[src/rtl/freq_meas_if.sv]
// Result bundle of the frequency meter.
//   sig_in     : measured single-bit signal (driven by the source)
//   period     : last measured period, in clk cycles
//   high_time  : high cycles within the last measured period
//   meas_valid : one-cycle pulse when period/high_time update
//   locked     : last two measurements equal in period and high_time
//   timeout    : one-cycle pulse when the input is declared lost
// master = the meter, slave = the source/consumer side.
interface freq_meas_if #(
  parameter int unsigned CNT_W = 8
);
  logic             sig_in;
  logic [CNT_W-1:0] period;
  logic [CNT_W-1:0] high_time;
  logic             meas_valid;
  logic             locked;
  logic             timeout;

  modport master (
    input  sig_in,
    output period, high_time, meas_valid, locked, timeout
  );

  modport slave (
    output sig_in,
    input  period, high_time, meas_valid, locked, timeout
  );
endinterface

[src/rtl/freq_meas.sv]
// Measures period and high time of a periodic single-bit input in clk cycles,
// flags when consecutive measurements agree (locked) and when the input is
// lost (timeout).
// Ports:
//   clk     : system clock, all logic on posedge
//   reset_n : synchronous active-low reset
//   bus     : freq_meas_if master (sig_in in, measurement results out)
module freq_meas #(
  parameter int unsigned CNT_W   = 8,
  parameter int unsigned TIMEOUT = 255
) (
  input  logic         clk,
  input  logic         reset_n,
  freq_meas_if.master  bus
);

  localparam logic [CNT_W-1:0] CNT_MAX = '1;
  localparam logic [CNT_W-1:0] TMO_CNT = CNT_W'(TIMEOUT - 1);

  typedef enum logic [1:0] {
    SEARCH = 2'd0,
    ARMED  = 2'd1,
    TRACK  = 2'd2
  } state_t;

  state_t           state_q, state_d;
  logic             s1_q, s2_q, d_q;
  logic [CNT_W-1:0] cnt_q, hcnt_q, hpend_q;
  logic [CNT_W-1:0] period_q, high_q;
  logic             mv_q, locked_q, tmo_q, have_prev_q;
  logic             rise, fall;
  logic             capture, tmo_d;
  logic [CNT_W-1:0] new_period;
  logic             match;

  // Edge detect on the synchronized input
  assign rise = s2_q & ~d_q;
  assign fall = ~s2_q & d_q;

  assign new_period = cnt_q + CNT_W'(1);
  assign match      = (new_period == period_q) && (hpend_q == high_q);

  // State register
  always_ff @(posedge clk) begin
    if (!reset_n) state_q <= SEARCH;
    else          state_q <= state_d;
  end

  // Next state; a rise takes priority over the timeout in the same cycle
  always_comb begin
    state_d = state_q;
    capture = 1'b0;
    tmo_d   = 1'b0;
    case (state_q)
      SEARCH: begin
        if (rise) state_d = ARMED;
      end
      ARMED, TRACK: begin
        if (rise) begin
          capture = 1'b1;
          state_d = TRACK;
        end else if (cnt_q == TMO_CNT) begin
          tmo_d   = 1'b1;
          state_d = SEARCH;
        end
      end
      default: state_d = SEARCH;
    endcase
  end

  // Synchronizer, cycle counters and registered results
  always_ff @(posedge clk) begin
    if (!reset_n) begin
      s1_q        <= 1'b0;
      s2_q        <= 1'b0;
      d_q         <= 1'b0;
      cnt_q       <= '0;
      hcnt_q      <= '0;
      hpend_q     <= '0;
      period_q    <= '0;
      high_q      <= '0;
      mv_q        <= 1'b0;
      locked_q    <= 1'b0;
      tmo_q       <= 1'b0;
      have_prev_q <= 1'b0;
    end else begin
      s1_q <= bus.sig_in;
      s2_q <= s1_q;
      d_q  <= s2_q;

      if (rise)                  cnt_q <= '0;
      else if (cnt_q != CNT_MAX) cnt_q <= cnt_q + CNT_W'(1);

      if (rise)                           hcnt_q <= CNT_W'(1);
      else if (s2_q && hcnt_q != CNT_MAX) hcnt_q <= hcnt_q + CNT_W'(1);

      // hpend keeps the high count of the period currently being measured
      if (fall) hpend_q <= hcnt_q;

      mv_q  <= capture;
      tmo_q <= tmo_d;

      if (capture) begin
        period_q    <= new_period;
        high_q      <= hpend_q;
        locked_q    <= have_prev_q && match;
        have_prev_q <= 1'b1;
      end else if (tmo_d) begin
        // period/high_time hold; the next capture must not lock against them
        locked_q    <= 1'b0;
        have_prev_q <= 1'b0;
      end
    end
  end

  assign bus.period     = period_q;
  assign bus.high_time  = high_q;
  assign bus.meas_valid = mv_q;
  assign bus.locked     = locked_q;
  assign bus.timeout    = tmo_q;

endmodule

[src/flat_wrapper.sv]
// flat-port wrapper written by rule: the top's interface ports become plain ports
module freq_meas_flat 
#(
  parameter int unsigned CNT_W   = 8,
  parameter int unsigned TIMEOUT = 255
)
  (clk, reset_n, bus_sig_in, bus_period, bus_high_time, bus_meas_valid, bus_locked, bus_timeout);
  freq_meas_if #(.CNT_W(CNT_W)) bus_i ();
  input  logic clk;
  input  logic reset_n;
  input wire logic [$bits(bus_i.sig_in)-1:0] bus_sig_in;
  output wire logic [$bits(bus_i.period)-1:0] bus_period;
  output wire logic [$bits(bus_i.high_time)-1:0] bus_high_time;
  output wire logic [$bits(bus_i.meas_valid)-1:0] bus_meas_valid;
  output wire logic [$bits(bus_i.locked)-1:0] bus_locked;
  output wire logic [$bits(bus_i.timeout)-1:0] bus_timeout;
  assign bus_i.sig_in = bus_sig_in;
  assign bus_period = bus_i.period;
  assign bus_high_time = bus_i.high_time;
  assign bus_meas_valid = bus_i.meas_valid;
  assign bus_locked = bus_i.locked;
  assign bus_timeout = bus_i.timeout;
  freq_meas #(.CNT_W(CNT_W), .TIMEOUT(TIMEOUT)) u_core (.clk(clk), .reset_n(reset_n), .bus(bus_i));
endmodule
[config.mk]
export PLATFORM = sky130hd
export DESIGN_NAME = freq_meas_flat
export DESIGN_NICKNAME = d
export VERILOG_FILES = /design/src/rtl/freq_meas_if.sv /design/src/rtl/freq_meas.sv /design/src/flat_wrapper.sv
export SDC_FILE = /design/constraint.sdc
export NUM_CORES = 1
export LEC_CHECK = 0
export BUFFER_PORTS_ARGS = -buffer_cell sky130_fd_sc_hd__buf_2
export CAP_MARGIN = 20
export CORE_ASPECT_RATIO = 0.75
export CORE_MARGIN = 2
export CORE_UTILIZATION = 44
export DETAILED_ROUTE_END_ITERATION = 6
export GPL_TIMING_DRIVEN = 0
export MAX_ROUTING_LAYER = met4
export PLACE_DENSITY_LB_ADDON = 0.05
export SLEW_MARGIN = 20
export SYNTH_ARGS = -nofsm -noshare
export SYNTH_HDL_FRONTEND = slang
export SYNTH_SLANG_ARGS = --single-unit
[constraint.sdc]
create_clock -name clk -period 2.27 [get_ports clk]
set_input_delay 0.3405 -clock clk [delete_from_list [all_inputs] [get_ports clk]]
set_output_delay 0.3405 -clock clk [all_outputs]
set_load 0.005 [all_outputs]
==> results.yml <==
status:
  outcome: "finished, final reports clean"
cts:
  postCtsSetupRepairBufs: 0
  path_clk_slew_ns: 0.08
  ctsRootBufferMaster: "clkbuf_8"
  cts_tree: "done"
  cts.repair.resized: 0
  clock_latency_ns: 0.29
  h-tree-depth: 2
  clockBufferDepth: 2
  hold_buffers: 0
  cts-buffers-inserted: 5
  cts_num_sinks: 49
yosys:
  synth_common_cells: "nand2_1, dfxtp_1, a21boi_0"
  synth_edf_count: 0
  synth_top_area_cell: "dfxtp_1"
  async_flop_share_pct: 0
  yosysMostFrequentCell: "nand2_1"
  synth_area_leaders: "dfxtp_1, nand2_1, xnor2_1, a21boi_0, xor2_1"
  syn-num-nets: 256
  avgSynthCellArea_um2: 9.04
  yosysUniqueCellTypes: 37
  yosysWarnings: 0
  yosys_register_bits: 49
  syn-instance-count: 247
  yosysSeqAreaShare_pct: 43.9
  netlist_area_um2: 2230
  synth_flop_cell: "dfxtp_1"
  netlist.area_leader.share_pct: 43.9
setup_path:
  arrival_ns: 2.21
  required_ns: 2.50
  cp_max_fo: 6
  path_class: "reg -> reg"
  cp-start-kind: "flop"
  crit_path_end_kind: "flop"
global_routing:
  grt_antenna_before_repair: 0
  grt_max_degree: 14
  grt.overflow.total: 0
  grt_pass1_vias: 1609
  grt_usage_pct: 18.7
  grt_pass1_wl_um: 7880
route:
  first_pass_iters: 4
  route.detailed.drc: 0
  wl_per_cell_um: 14.0
  postRouteAntennaNets: 0
  drt_iter0_drc: 89
  wl_um: 4680
  vias_per_cell: 5.09
  vias: 1699
sta:
  slew-limit-headroom_pct: 65.6
  period_needed_ns: 1.98
  max_freq_ghz: 0.506
  tightest_slew_ns: 0.516
  fin_ws_ns: 0.295
  fin_skew_ns: 0.00424
  drv_slew: 0
  finalHoldViolCount: 0
  tns_ns: 0
  rsz0062_at_grt: "false"
  finalCritPeriodShare_pct: 87.0
  setup_viol: 0
placed_design:
  dp_hpwl_um: 3410
  portBuffers: 20
  place.gp.congestion: 0.790
  dp_worst_setup_slack_ns: 0.309
final_layout:
  syn_to_final_growth_pct: 11.7
  fin_nets: 283
  insertedDiodeCount: 0
  fillCellCount: 490
  drive_gt1_share_pct: 14.6
pwr:
  ir_worst_vdd_uv: 375
  p_leak_uw: 0.00103
  power_density_nw_per_um2: 631
die:
  initial_core_util_pct: 45.6
  coreArea_um2: 4900
  pin_count: 22
  std_cell_rows: 22
  die_area_um2: 5670
  fp.dieW_um: 86.3
  die_h_um: 65.7
run:
  cap_violations: 0
hold_path:
  hold_path_class: "in -> reg"
## placed cells by master (no fill, tap or decap), types with 7 or more instances in the layout
| cell | Yosys | routed |
|---|---|---|
| buf_2 | 5 | 25 |
| dfxtp_1 | 49 | 49 |
| xor2_1 | 12 | 12 |
| a21oi_1 | 8 | 8 |
| a21boi_0 | 18 | 18 |
| nand2_1 | 52 | 52 |
| nor2_1 | 12 | 12 |
| xnor2_1 | 16 | 16 |
| nand4_1 | 7 | 7 |
| nand3_1 | 8 | 8 |
| o211a_1 | 7 | 7 |
## worst paths after layout
path         slack, ns  depth (start not counted)                             end                         start
max               0.29                          8  u_core.bus.locked$_SDFFE_PN0P_  u_core.cnt_q[0]$_SDFFE_PP0P_
min               0.25                          2          u_core.s1_q$_SDFF_PN0_                    bus_sig_in
max reg2reg       0.29                          8  u_core.bus.locked$_SDFFE_PN0P_  u_core.cnt_q[0]$_SDFFE_PP0P_
min reg2reg       0.44                          1          u_core.s2_q$_SDFF_PN0_        u_core.s1_q$_SDFF_PN0_
## metrics by stage
stage	total power (µW)	utilization [%]	cell area [µm²]	std cells	hold WS (ns)
CTS	1600	50.9	2490	334	0.242
finish	1580	50.9	2490	334	0.247
detailed placement	1090	49.2	2410	327	0.421
global placement	1080	49.2	2410	327	0.416
floorplan	1040	-	2230	247	0.412
global route	1660	50.9	2490	334	0.257
## where the power goes
group	leakage, µW	internal, µW	switching (µW)
logic	0.000590	66.2	94.4
clock network	0.0000443	242	266
registers	0.000396	884	22.4
## worst max-delay path, cell delays in order (launching register included)
cell     delay [ns]
dfxtp_1        0.34
buf_4          0.16
inv_1          0.07
ha_1           0.32
xor2_1         0.19
nand3_1        0.12
nor4_2         0.38
nand4_1        0.18
o21ai_1        0.15
## layout make-up
type | count | area, µm² | area share [%]
plain buffers | 13 | 62.6 | 2.51
clock buffers | 7 | 86.3 | 3.46
inverters | 4 | 15.0 | 0.602
multi-input cells | 181 | 1170 | 47.1
flip-flops and latches | 49 | 981 | 39.3
well taps | 60 | 75.1 | 3.01
repair buffers | 20 | 100 | 4.01
## logic make-up after synthesis
group | synth area share [%]
adder cells (fa/ha/maj) | 3.36
flip-flops | 43.9
buffers and inverters | 3.47
AND/OR/NAND/NOR | 22.0
AO/OA/AOI/OAI | 14.2
XOR/XNOR | 13.1
## metal layers
metal	routed length [µm]	global-route usage, %	part of all wire, %
met4	43	4.69	0.92
met3	166	3.77	3.5
met5	0	-	0
met1	2670	28.4	57
met2	1800	25.1	38
## state kept, by name, indices dropped and copies added (netlist names)
signal                 count
u_core.bus.high_time       8
u_core.bus.locked          1
u_core.bus.meas_valid      1
u_core.bus.period          8
u_core.bus.timeout         1
u_core.cnt_q               8
u_core.d_q                 1
u_core.have_prev_q         1
u_core.hcnt_q              8
u_core.hpend_q             8
u_core.s1_q                1
u_core.s2_q                1
u_core.state_q             2
No activity file was read; power rests on OpenSTA's default activity.
